**src/rtl/memory_responder.sv**
```systemverilog
// rtl/memory_responder.sv - single-port word memory with self-zeroing init sweep and registered reads
//
// Purpose:
//   2^ADDR_W x DATA_W memory. After reset or clear_i the array is swept to
//   zero, one word per clock. During the sweep no requests are accepted.
//   After the sweep, one read or write is accepted every cycle. Read data
//   is registered and appears one cycle after the accepting edge.
//
// Ports:
//   clk        - clock; all state updates on its rising edge
//   rst_n      - asynchronous active-low reset
//   clear_i    - synchronous request to re-zero the whole array
//   req_i      - access request, accepted when ready_o is 1
//   we_i       - access type: 1 = write, 0 = read
//   addr_i     - access address
//   data_i     - write data
//   ready_o    - 1 when a request can be accepted this cycle
//   q_o        - registered read data; holds its value until the next read
//   q_valid_o  - one-cycle pulse marking new q_o data
module memory_responder #(
  parameter int DATA_W = 8,
  parameter int ADDR_W = 6
) (
  input  logic              clk,
  input  logic              rst_n,
  input  logic              clear_i,
  input  logic              req_i,
  input  logic              we_i,
  input  logic [ADDR_W-1:0] addr_i,
  input  logic [DATA_W-1:0] data_i,
  output logic              ready_o,
  output logic [DATA_W-1:0] q_o,
  output logic              q_valid_o
);

  typedef enum logic {
    INIT = 1'b0,
    IDLE = 1'b1
  } state_e;

  state_e            state_q, state_d;
  logic [ADDR_W-1:0] clr_cnt_q, clr_cnt_d;
  logic [DATA_W-1:0] q_q, q_d;
  logic              q_valid_q, q_valid_d;

  logic [DATA_W-1:0] mem_q [2**ADDR_W];
  logic              mem_we;
  logic [ADDR_W-1:0] mem_waddr;
  logic [DATA_W-1:0] mem_wdata;

  assign ready_o   = (state_q == IDLE);
  assign q_o       = q_q;
  assign q_valid_o = q_valid_q;

  always_comb begin
    state_d   = state_q;
    clr_cnt_d = clr_cnt_q;
    q_d       = q_q;
    q_valid_d = 1'b0;
    mem_we    = 1'b0;
    mem_waddr = addr_i;
    mem_wdata = data_i;

    // clear_i takes priority over both the sweep and any request on the
    // same edge; the sweep then starts over at address 0 on the next edge.
    if (clear_i) begin
      state_d   = INIT;
      clr_cnt_d = '0;
    end else begin
      case (state_q)
        INIT: begin
          mem_we    = 1'b1;
          mem_waddr = clr_cnt_q;
          mem_wdata = '0;
          // Counter wraps to 0 naturally on the edge that writes the last word.
          clr_cnt_d = clr_cnt_q + ADDR_W'(1);
          if (clr_cnt_q == {ADDR_W{1'b1}}) begin
            state_d = IDLE;
          end
        end
        IDLE: begin
          if (req_i) begin
            if (we_i) begin
              mem_we = 1'b1;
            end else begin
              q_d       = mem_q[addr_i];
              q_valid_d = 1'b1;
            end
          end
        end
        default: begin
          state_d   = INIT;
          clr_cnt_d = '0;
        end
      endcase
    end
  end

  always_ff @(posedge clk or negedge rst_n) begin
    if (!rst_n) begin
      state_q   <= INIT;
      clr_cnt_q <= '0;
      q_q       <= '0;
      q_valid_q <= 1'b0;
    end else begin
      state_q   <= state_d;
      clr_cnt_q <= clr_cnt_d;
      q_q       <= q_d;
      q_valid_q <= q_valid_d;
    end
  end

  // Array has no reset; it is zeroed by the INIT sweep instead. Any write
  // issued while rst_n is low can only come from INIT and writes zero.
  always_ff @(posedge clk) begin
    if (mem_we) begin
      mem_q[mem_waddr] <= mem_wdata;
    end
  end

endmodule

```
**config.mk**
```make
export PLATFORM = sky130hd
export DESIGN_NAME = memory_responder
export DESIGN_NICKNAME = d
export VERILOG_FILES = /design/src/rtl/memory_responder.sv
export SDC_FILE = /design/constraint.sdc
export NUM_CORES = 1
export LEC_CHECK = 0
export ABC_CLOCK_PERIOD_IN_PS = 6850
export CAP_MARGIN = 10
export CELL_PAD_IN_SITES_DETAIL_PLACEMENT = 1
export CELL_PAD_IN_SITES_GLOBAL_PLACEMENT = 2
export CORE_MARGIN = 2
export CORE_UTILIZATION = 45
export DETAILED_ROUTE_END_ITERATION = 8
export DONT_BUFFER_PORTS = 1
export PLACE_DENSITY_LB_ADDON = 0.1
export SYNTH_ARGS = -nofsm -noshare
export SYNTH_HDL_FRONTEND = slang
export SYNTH_SLANG_ARGS = --single-unit
```
**constraint.sdc**
```tcl
create_clock -name clk -period 6.85 [get_ports clk]
set_input_delay 0.685 -clock clk [delete_from_list [all_inputs] [get_ports clk]]
set_output_delay 0.685 -clock clk [all_outputs]
set_load 0.01 [all_outputs]
```
==> reports/metrics.yaml <==
slew_headroom_pct: 35.9
synth_ff_type: "edfxtp_1"
synth.avg_cell_area_um2: 18.8
grt_max_degree: 173
synth_commonest_cells: "edfxtp_1 (512), mux2i_1 (138), nor2_1 (77)"
antenna_found_initial: 1
crit_type: "flip-flop to flip-flop"
path_cells: "nor2_4 > mux2i_1 > nand2_1 > nor2_1"
multi_input_area_um2: 4880
gp_congestion: 0.752
r2r_slack_ns: 3.59
finClkSkew_ns: 0.0308
io_pins: 29
leakagePower_nw: 7.71
crit_arrival_ns: 3.50
drcViolationCount: 0
post-place-ws_ns: 3.49
area_growth_pct: 11.4
p_total_mw: 6.84
synth_edf_count: 512
status: "finished, final reports clean"
post_drt_wl_per_cell_um: 27.6
fin_crit_ns: 3.26
min_from: "clear_i"
cts_repair_resize_count: 0
min_path_type: "input pin to flip-flop"
drive_gt1_share_pct: 13.4
drtIter0Drc: 786
wl_um: 49000
via_per_inst: 5.65
syn-num-nets: 1132
ys_seq_area_share_pct: 75.3
htreeDepth: 2
netlist.area_leader.share_pct: 73.4
port_buffers: 0
seqCellArea_um2: 15800
async_flop_share_pct: 3.03
die-area_um2: 48300
worstMarginPinSlew_ns: 0.958
worst_slack_ns: 3.59
core-area_um2: 46300
setup_viol: 0
fp.dieH_um: 220
grt.total_usage_pct: 21.2
cts_buffers: 54
synth.area.top_cells: "edfxtp_1 (73%), mux2i_1 (6.6%), mux4_2 (5.5%)"
required_ns: 7.09
critPathLaunchType: "flip-flop"
hold_viol_final: 0
grt-ovfl-total: 0
synth_area_um2: 20900
clock_sinks: 528
num_rows: 79
slew_viol_final: 0
cts.root.buffer_cell: "clkbuf_16"
cts_setup_buffers: 0
crit_end: "mem_q[20][5]"
r2r_cells: 4
num-nets-final: 1140
holdWs_ns: 0.136
grt_pass1_vias: 10601
placed_area_um2: 21500
synthCells: 1112
fill_cells: 4216
regToRegStartpoint: "ready_o"
slowest_stage: "nor2_4"
cts.clk_slew.worst_paths_ns: 0.06
ys_types: 35
r2r_end: "mem_q[20][5]"
ys_warn_count: 0
placed_cells: 1670
synth_top_area_cell: "edfxtp_1"
fin_area_um2: 23300
yosys.cell_count.top_type: "edfxtp_1"
worstSetupStartpoint: "ready_o"
synth-seq-cells: 528
max_cap_violations: 0
die_w_um: 220
clk_path_buf_depth: 3
cts_tree: "yes"
rsz0062_at_grt: "false"
stdcell_count: 1773
max_freq_mhz: 306
drtPass1Iterations: 5
setup_tns_ns: 0
worstPathMaxFanout: 26
fin_util_pct: 50.4
fin_crit_sh_pct: 47.7
p_per_area_nw_per_um2: 293
dp_hpwl_um: 29700
clk_latency_ns: 0.61
final_antenna_net_count: 0
grt_pass1_wl_um: 73100
slowest_delay_ns: 0.77
max-vdd-ir-drop_uv: 196
crit_path_end_kind: "flip-flop"
postCtsHoldBufs: 1
vias: 10019
hold_depth: 1
initial_utilization_pct: 45.3
-- layout by cell type, fill, tap and decap left out, types with 2 or more instances in the layout --
cell type,instances
o21ai_0,2
a41oi_1,8
nor2b_1,4
bufinv_16,7
clkbuf_1,10
nand2b_1,5
clkbuf_8,6
nand3b_1,4
xor2_1,2
buf_4,12
mux4_1,21
o31ai_1,2
clkbuf_16,54
clkinv_2,6
nand3_1,38
o22ai_1,8
nand2_1,39
a22oi_1,56
edfxtp_1,512
clkinv_1,12
o21ai_1,13
inv_6,4
mux2_1,8
mux2i_1,138
mux4_2,51
nor2b_4,9
dfrtp_1,16
a21oi_1,28
nor2_1,75
-- per-layer routing --
metal	share of wire, %	routed length, um	vias up	global-route usage (%)
li1	-	-	4509	-
met5	0	0	-	0
met1	47	23000	5218	31.7
met3	5.1	2510	54	4.32
met2	46	22600	238	32.0
met4	1.8	863	0	5.06
-- cells by family after synthesis --
| family | share of synthesized area (%) |
|---|---|
| fa+ha+maj | 0.0597 |
| flops | 75.3 |
| xor+xnor | 0.125 |
| mux | 15.2 |
| compound gates | 3.68 |
| simple gates | 3.86 |
| buf+inv | 1.75 |
-- flip-flops by register name (all words and copies together), names as in the netlist --
name	count
clr_cnt_q	6
q_o	8
mem_q	512
ready_o	1
q_valid_o	1
-- where the power goes --
part,internal (mW),switching (mW)
clock network,1.78,1.20
logic,0.105,0.180
registers,3.56,0.00906
-- area by class of cell --
class	instances	share of cell area, %
Antenna cell	1	0.0107
Clock buffer	70	6.30
Clock inverter	31	1.47
Inverter	1	0.0161
Multi-Input combinational cell	522	20.9
Sequential cell	528	67.6
Tap cell	607	3.25
Timing Repair Buffer	13	0.429
-- worst min path at each step --
stage	end
floorplan	clr_cnt_q[0]
global placement	clr_cnt_q[0]
detailed placement	clr_cnt_q[1]
CTS	clr_cnt_q[0]
global route	ready_o
finish	clr_cnt_q[3]
-- critical path: cells and delay by family, from the launching register on --
family           cells  cell delay, ns
AND/OR/NAND/NOR      3            1.92
flip-flops           1            0.55
multiplexers         1            0.40
(Power assumes the default switching activity.)
